$ cat config.mk
export PLATFORM = sky130hd
export DESIGN_NAME = clk100_reset_seq_flat
export DESIGN_NICKNAME = d
export VERILOG_FILES = /design/src/rtl/clk100_reset_seq_if.sv /design/src/rtl/clk100_reset_seq.sv /design/src/flat_wrapper.sv
export SDC_FILE = /design/constraint.sdc
export NUM_CORES = 1
export LEC_CHECK = 0
export ABC_AREA = 1
export BUFFER_PORTS_ARGS = -buffer_cell sky130_fd_sc_hd__buf_2
export CORE_MARGIN = 4
export CORE_UTILIZATION = 25
export CTS_BUF_LIST = sky130_fd_sc_hd__clkbuf_16
export CTS_CLUSTER_DIAMETER = 30
export DETAILED_ROUTE_END_ITERATION = 10
export SLEW_MARGIN = 20
export SYNTH_ARGS = -nofsm -noshare
export SYNTH_HDL_FRONTEND = slang
export SYNTH_SLANG_ARGS = --single-unit
$ cat constraint.sdc
create_clock -name clk_i -period 3.3 [get_ports clk_i]
set_clock_uncertainty 0.2 [all_clocks]
set_input_delay 0.99 -clock clk_i [delete_from_list [all_inputs] [get_ports clk_i]]
set_output_delay 0.99 -clock clk_i [all_outputs]
set_load 0.01 [all_outputs]
$ cat src/rtl/clk100_reset_seq_if.sv
// Status and control bundle for the 100 MHz reset sequencer.
// Inputs arrive asynchronously; every output is registered in the clk_i domain.
interface clk100_reset_seq_if;
  logic       lock_i;
  logic       soft_rst_i;
  logic       core_rst_o;
  logic       capture_rst_o;
  logic       ready_o;
  logic       lock_lost_o;
  logic [7:0] loss_count_o;
  logic [2:0] state_o;
  logic       heartbeat_o;

  modport master (
    output lock_i,
    output soft_rst_i,
    input  core_rst_o,
    input  capture_rst_o,
    input  ready_o,
    input  lock_lost_o,
    input  loss_count_o,
    input  state_o,
    input  heartbeat_o
  );

  modport slave (
    input  lock_i,
    input  soft_rst_i,
    output core_rst_o,
    output capture_rst_o,
    output ready_o,
    output lock_lost_o,
    output loss_count_o,
    output state_o,
    output heartbeat_o
  );
endinterface

$ cat src/rtl/clk100_reset_seq.sv
// Reset sequencer for the 100 MHz capture domain: staged core/capture
// release after stable lock, lock-loss tracking and a RUN heartbeat.
module clk100_reset_seq #(
  parameter int SYNC_STAGES        = 2,
  parameter int LOCK_STABLE_CYCLES = 1024,
  parameter int CORE_TO_CAP_CYCLES = 16,
  parameter int LOSS_FILTER_CYCLES = 4,
  parameter int HEARTBEAT_DIV      = 50000000
) (
  input logic               clk_i,
  input logic               rst_ni,
  clk100_reset_seq_if.slave bus
);

  typedef enum logic [2:0] {
    WAIT_LOCK = 3'd0,
    STABLE    = 3'd1,
    CORE_UP   = 3'd2,
    RUN       = 3'd3,
    DRAIN     = 3'd4
  } state_t;

  localparam int LW =
    (LOCK_STABLE_CYCLES > 1) ? $clog2(LOCK_STABLE_CYCLES) : 1;
  localparam int XW =
    (CORE_TO_CAP_CYCLES > 1) ? $clog2(CORE_TO_CAP_CYCLES) : 1;
  localparam int CW = (LW > XW) ? LW : XW;
  localparam int FW =
    (LOSS_FILTER_CYCLES > 1) ? $clog2(LOSS_FILTER_CYCLES) : 1;
  localparam int HW =
    (HEARTBEAT_DIV > 1) ? $clog2(HEARTBEAT_DIV) : 1;

  localparam logic [CW-1:0] LOCK_LAST  = CW'(LOCK_STABLE_CYCLES - 1);
  localparam logic [CW-1:0] CAP_LAST   = CW'(CORE_TO_CAP_CYCLES - 1);
  localparam logic [CW-1:0] DRAIN_LAST = CW'(1);
  localparam logic [FW-1:0] FILT_LAST  = FW'(LOSS_FILTER_CYCLES - 1);
  localparam logic [HW-1:0] HB_LAST    = HW'(HEARTBEAT_DIV - 1);

  logic [SYNC_STAGES-1:0] lock_q;
  logic [SYNC_STAGES-1:0] soft_q;
  logic                   lock_s;
  logic                   soft_s;

  state_t        state;
  state_t        nxt;
  logic [CW-1:0] cnt;
  logic [CW-1:0] cnt_n;
  logic [FW-1:0] filt;
  logic [FW-1:0] filt_n;
  logic [HW-1:0] hcnt;
  logic [HW-1:0] hcnt_n;
  logic          hb;
  logic          hb_n;
  logic          lost;
  logic          lost_n;
  logic [7:0]    lcnt;
  logic [7:0]    lcnt_n;
  logic          loss;
  logic          core_q;
  logic          cap_q;
  logic          ready_q;

  always_ff @(posedge clk_i or negedge rst_ni) begin
    if (!rst_ni) begin
      lock_q <= '0;
      soft_q <= '0;
    end else begin
      lock_q <= {lock_q[SYNC_STAGES-2:0], bus.lock_i};
      soft_q <= {soft_q[SYNC_STAGES-2:0], bus.soft_rst_i};
    end
  end

  assign lock_s = lock_q[SYNC_STAGES-1];
  assign soft_s = soft_q[SYNC_STAGES-1];

  // STABLE starts at 1: the WAIT_LOCK cycle that saw lock already counts.
  always_comb begin
    nxt    = state;
    cnt_n  = cnt;
    filt_n = '0;
    hcnt_n = '0;
    hb_n   = 1'b0;
    lost_n = lost;
    lcnt_n = lcnt;
    loss   = 1'b0;
    unique case (state)
      WAIT_LOCK: begin
        cnt_n = '0;
        if (lock_s && !soft_s) begin
          if (LOCK_STABLE_CYCLES == 1) begin
            nxt = CORE_UP;
          end else begin
            nxt   = STABLE;
            cnt_n = CW'(1);
          end
        end
      end
      STABLE: begin
        if (!lock_s || soft_s) begin
          nxt   = WAIT_LOCK;
          cnt_n = '0;
        end else if (cnt == LOCK_LAST) begin
          nxt   = CORE_UP;
          cnt_n = '0;
        end else begin
          cnt_n = cnt + 1'b1;
        end
      end
      CORE_UP: begin
        if (!lock_s || soft_s) begin
          nxt   = DRAIN;
          cnt_n = '0;
        end else if (cnt == CAP_LAST) begin
          nxt   = RUN;
          cnt_n = '0;
        end else begin
          cnt_n = cnt + 1'b1;
        end
      end
      RUN: begin
        loss = !lock_s && (filt == FILT_LAST);
        if (loss || soft_s) begin
          nxt   = DRAIN;
          cnt_n = '0;
        end else begin
          filt_n = lock_s ? '0 : filt + 1'b1;
          if (hcnt == HB_LAST) begin
            hb_n = !hb;
          end else begin
            hcnt_n = hcnt + 1'b1;
            hb_n   = hb;
          end
        end
        if (loss) begin
          lost_n = 1'b1;
          if (lcnt != 8'hFF) lcnt_n = lcnt + 8'd1;
        end
      end
      DRAIN: begin
        if (cnt == DRAIN_LAST) begin
          nxt   = WAIT_LOCK;
          cnt_n = '0;
        end else begin
          cnt_n = cnt + 1'b1;
        end
      end
      default: begin
        nxt   = WAIT_LOCK;
        cnt_n = '0;
      end
    endcase
  end

  // Outputs decode the next state so they move with the state register.
  always_ff @(posedge clk_i or negedge rst_ni) begin
    if (!rst_ni) begin
      state   <= WAIT_LOCK;
      cnt     <= '0;
      filt    <= '0;
      hcnt    <= '0;
      hb      <= 1'b0;
      lost    <= 1'b0;
      lcnt    <= '0;
      core_q  <= 1'b1;
      cap_q   <= 1'b1;
      ready_q <= 1'b0;
    end else begin
      state   <= nxt;
      cnt     <= cnt_n;
      filt    <= filt_n;
      hcnt    <= hcnt_n;
      hb      <= hb_n;
      lost    <= lost_n;
      lcnt    <= lcnt_n;
      core_q  <= (nxt == WAIT_LOCK) || (nxt == STABLE) ||
                 (nxt == DRAIN);
      cap_q   <= (nxt != RUN);
      ready_q <= (nxt == RUN);
    end
  end

  assign bus.core_rst_o    = core_q;
  assign bus.capture_rst_o = cap_q;
  assign bus.ready_o       = ready_q;
  assign bus.lock_lost_o   = lost;
  assign bus.loss_count_o  = lcnt;
  assign bus.state_o       = state;
  assign bus.heartbeat_o   = hb;

endmodule

$ cat src/flat_wrapper.sv
// flat-port wrapper written by rule: the top's interface ports become plain ports
module clk100_reset_seq_flat 
#(
  parameter int SYNC_STAGES        = 2,
  parameter int LOCK_STABLE_CYCLES = 1024,
  parameter int CORE_TO_CAP_CYCLES = 16,
  parameter int LOSS_FILTER_CYCLES = 4,
  parameter int HEARTBEAT_DIV      = 50000000
)
  (clk_i, rst_ni, bus_lock_i, bus_soft_rst_i, bus_core_rst_o, bus_capture_rst_o, bus_ready_o, bus_lock_lost_o, bus_loss_count_o, bus_state_o, bus_heartbeat_o);
  clk100_reset_seq_if bus_i ();
  input logic clk_i;
  input logic rst_ni;
  input wire logic [$bits(bus_i.lock_i)-1:0] bus_lock_i;
  input wire logic [$bits(bus_i.soft_rst_i)-1:0] bus_soft_rst_i;
  output wire logic [$bits(bus_i.core_rst_o)-1:0] bus_core_rst_o;
  output wire logic [$bits(bus_i.capture_rst_o)-1:0] bus_capture_rst_o;
  output wire logic [$bits(bus_i.ready_o)-1:0] bus_ready_o;
  output wire logic [$bits(bus_i.lock_lost_o)-1:0] bus_lock_lost_o;
  output wire logic [$bits(bus_i.loss_count_o)-1:0] bus_loss_count_o;
  output wire logic [$bits(bus_i.state_o)-1:0] bus_state_o;
  output wire logic [$bits(bus_i.heartbeat_o)-1:0] bus_heartbeat_o;
  assign bus_i.lock_i = bus_lock_i;
  assign bus_i.soft_rst_i = bus_soft_rst_i;
  assign bus_core_rst_o = bus_i.core_rst_o;
  assign bus_capture_rst_o = bus_i.capture_rst_o;
  assign bus_ready_o = bus_i.ready_o;
  assign bus_lock_lost_o = bus_i.lock_lost_o;
  assign bus_loss_count_o = bus_i.loss_count_o;
  assign bus_state_o = bus_i.state_o;
  assign bus_heartbeat_o = bus_i.heartbeat_o;
  clk100_reset_seq #(.SYNC_STAGES(SYNC_STAGES), .LOCK_STABLE_CYCLES(LOCK_STABLE_CYCLES), .CORE_TO_CAP_CYCLES(CORE_TO_CAP_CYCLES), .LOSS_FILTER_CYCLES(LOSS_FILTER_CYCLES), .HEARTBEAT_DIV(HEARTBEAT_DIV)) u_core (.clk_i(clk_i), .rst_ni(rst_ni), .bus(bus_i));
endmodule
==> flow_metrics.tcl <==
set metrics [dict create \
    period_needed_ns 2.18 \
    maximum_root_to_sink_buffer_count 2 \
    post-synth-top-area-cell "dfrtp_1" \
    critical_path.reg2reg.startpoint "u_core.hcnt[0]" \
    fp-row-count 41 \
    seq_area_frac_synth_pct 44.0 \
    cap_violations 0 \
    hpwlAfterDp_mm 5.45 \
    vias_per_cell 4.38 \
    postCtsSetupBuffers 0 \
    floorplan.die.height_um 123 \
    max-vdd-ir-drop_uv 351 \
    crit_path_max_incr_delay_ns 0.47 \
    synth.top_cells.by_count "nand2_1 (129), nor2_1 (74), dfrtp_1 (56)" \
    tritoncts_clock_tree "built" \
    gr-total-overflow 0 \
    clock_latency_ns 0.33 \
    cts_buf_count 9 \
    post-route-drc-count 0 \
    ratio_of_cells_with_drive_above_1_in_the_final_layout_pct 13.9 \
    timing_max_transition_violations_final 0 \
    critical-path-slowest-cell "dfrtp_1" \
    cp-end-kind "output port" \
    width_of_the_die_um 123 \
    tightest_slew_ns 0.601 \
    path_max_fanout 6 \
    cts-resized-gates 0 \
    dominant_cells_by_area_after_synthesis "dfrtp_1 (42%), nand2_1 (15%), nor2_1 (8.4%)" \
    rr_worst_depth 6 \
    synth.cell_area_um2 3310 \
    global_route.usage.total_pct 10.9 \
    drtAntennaViolNets 0 \
    post-route-period-util_pct 65.9 \
    yosysUniqueCellTypes 33 \
    root_buffer "clkbuf_16" \
    fillCellCount 1351 \
    cp.buffers_inverters 1 \
    gp_congestion 0.846 \
    initial_core_utilization_pct 25.9 \
    hold-path-endpoint "u_core.soft_q[1]" \
    register_to_register_path_setup_slack_ns 1.37 \
    critPathKind "reg -> out" \
    power_leakage_nw 1.75 \
    post-synth-top-count-cell "nand2_1" \
    cp_data_required_time_ns 2.11 \
    cell_type_group_with_the_largest_total_delay_on_the_critical_path "flip-flops" \
    timing.rr.end "u_core.hcnt[15]" \
    grt_start_max_net_pins 37 \
    cts_sinks 58 \
    setup.worst_path.start_class "flip-flop" \
    timing.hold.worst.start "u_core.soft_q[0]" \
    initialDrtViolationCount 116 \
    design.die.area_um2 15100 \
    power_per_cell_area_nw_per_um2 427 \
    cp_data_arrival_time_ns 0.99 \
    dpl.cell_count 632 \
    final_nets 480 \
    final-instance-count-excl-fill 648 \
    relSlewSlack_pct 59.9 \
    antennaDiodeCount 0 \
    run_status "finished, final reports clean" \
    finish.utilization_pct 30.6 \
    area_delta_synth_final_pct 18.4 \
    synth_area_per_cell_um2 7.48 \
    via_count 2835 \
    floorplan.io_pins 20 \
    postSynth.asyncResetShare_pct 100 \
    coreArea_um2 12800 \
    total_power_mw 1.67 \
    max_freq_mhz 460 \
    yosys_warnings 0 \
    synth_top_flop_cell "dfrtp_1" \
    setup_viol 0 \
    finalSetupTns_ns 0 \
    number_of_h_tree_levels 3 \
    synth_edf_count 0 \
    wl_mm 7.31 \
    finalHoldViolations 0 \
    syn-num-nets 451 \
    io_buffers 19 \
    clk_transition_reported_paths_ns 0.05 \
    timing.hold.worst_path_depth 0 \
    syn_inst 442 \
    drtPass1Iterations 4 \
    rsz0062_at_grt "false" \
    crit_chain "buf_2" \
    first_global_vias 2867 \
    antenna_found_initial 0 \
    routed_wire_length_per_instance_um 11.3 \
    first_pass_grt_wire_length_mm 13.2 \
    worst_hold_path_type "reg -> reg" \
    synth.ff_latch_count 58 \
    netlist.area_leader.share_pct 42.4 \
    cts_hold_buffers 0 \
]
worst max path at each step:
| stage | start | to | depth (start not counted) |
|---|---|---|---|
| 5_1_grt | u_core.bus.state_o[1] | bus_state_o[1] | 1 |
| 2_1_floorplan | u_core.bus.capture_rst_o | bus_capture_rst_o | 0 |
| 3_3_place_gp | rst_ni | u_core.bus.core_rst_o | 2 |
| 3_5_place_dp | rst_ni | u_core.bus.capture_rst_o | 2 |
| 4_1_cts | u_core.bus.state_o[1] | bus_state_o[1] | 1 |
| 6_report | u_core.bus.state_o[1] | bus_state_o[1] | 1 |
state kept, by name, summed over array words and instances (netlist names):
name,cells
u_core.bus.core_rst_o,1
u_core.soft_q,2
u_core.hcnt,26
u_core.filt,2
u_core.bus.loss_count_o,8
u_core.bus.state_o,3
u_core.bus.ready_o,1
u_core.bus.heartbeat_o,1
u_core.bus.capture_rst_o,1
u_core.lock_q,2
u_core.cnt,10
u_core.bus.lock_lost_o,1
routing by layer:
metal / track usage [%] / part of all wire, % / wire length [um]
met1: 14.7 / 51 / 3730
met2: 16.4 / 43 / 3140
met3: 3.02 / 4.0 / 290
met4: 4.84 / 2.1 / 150
met5: 0 / 0 / 0
through the flow:
step / hold WS [ns] / cell area, um2 / setup WS [ns]
after global routing: 0.156 / 3910 / 1.07
final: 0.145 / 3910 / 1.12
after CTS: 0.150 / 3910 / 1.11
after floorplan: 0.131 / 3310 / 1.59
after detailed placement: 0.136 / 3620 / 1.37
after global placement: 0.132 / 3620 / 1.36
cells by family after synthesis:
logic type | Yosys count | share of synthesized area, %
buffers and inverters | 60 | 7.15
xor gates and xnor gates | 17 | 4.50
and+or+nand+nor | 287 | 39.4
adders and majority gates | 5 | 1.89
AOI/OAI and AO/OA | 15 | 3.07
DFF | 58 | 44.0
cell type report:
type	instances	area (um2)	share of cell area [%]
Clock buffer	9	225	5.76
Inverter	58	218	5.56
Tap cell	172	215	5.50
Clock inverter	7	70.1	1.79
Timing Repair Buffer	20	115	2.94
Sequential cell	58	1450	37.2
Multi-Input combinational cell	324	1620	41.3
where the power goes:
group,total [mW],internal (mW),leakage [nW],switching (mW)
combinational,0.0347,0.00840,0.825,0.0263
clock,0.917,0.580,0.135,0.337
sequential,0.719,0.716,0.793,0.00347
layout by cell type (no fill, tap or decap), types with 5 or more instances in the layout:
master	instances
buf_2	19
clkbuf_16	9
dfrtp_1	56
ha_1	5
inv_1	53
nand2_1	129
nand3_1	26
nand4_1	22
nor2_1	74
nor2_2	5
nor3_1	11
o21ai_0	5
xnor2_1	5
xor2_1	12
Power figures use the tool's default switching activity.
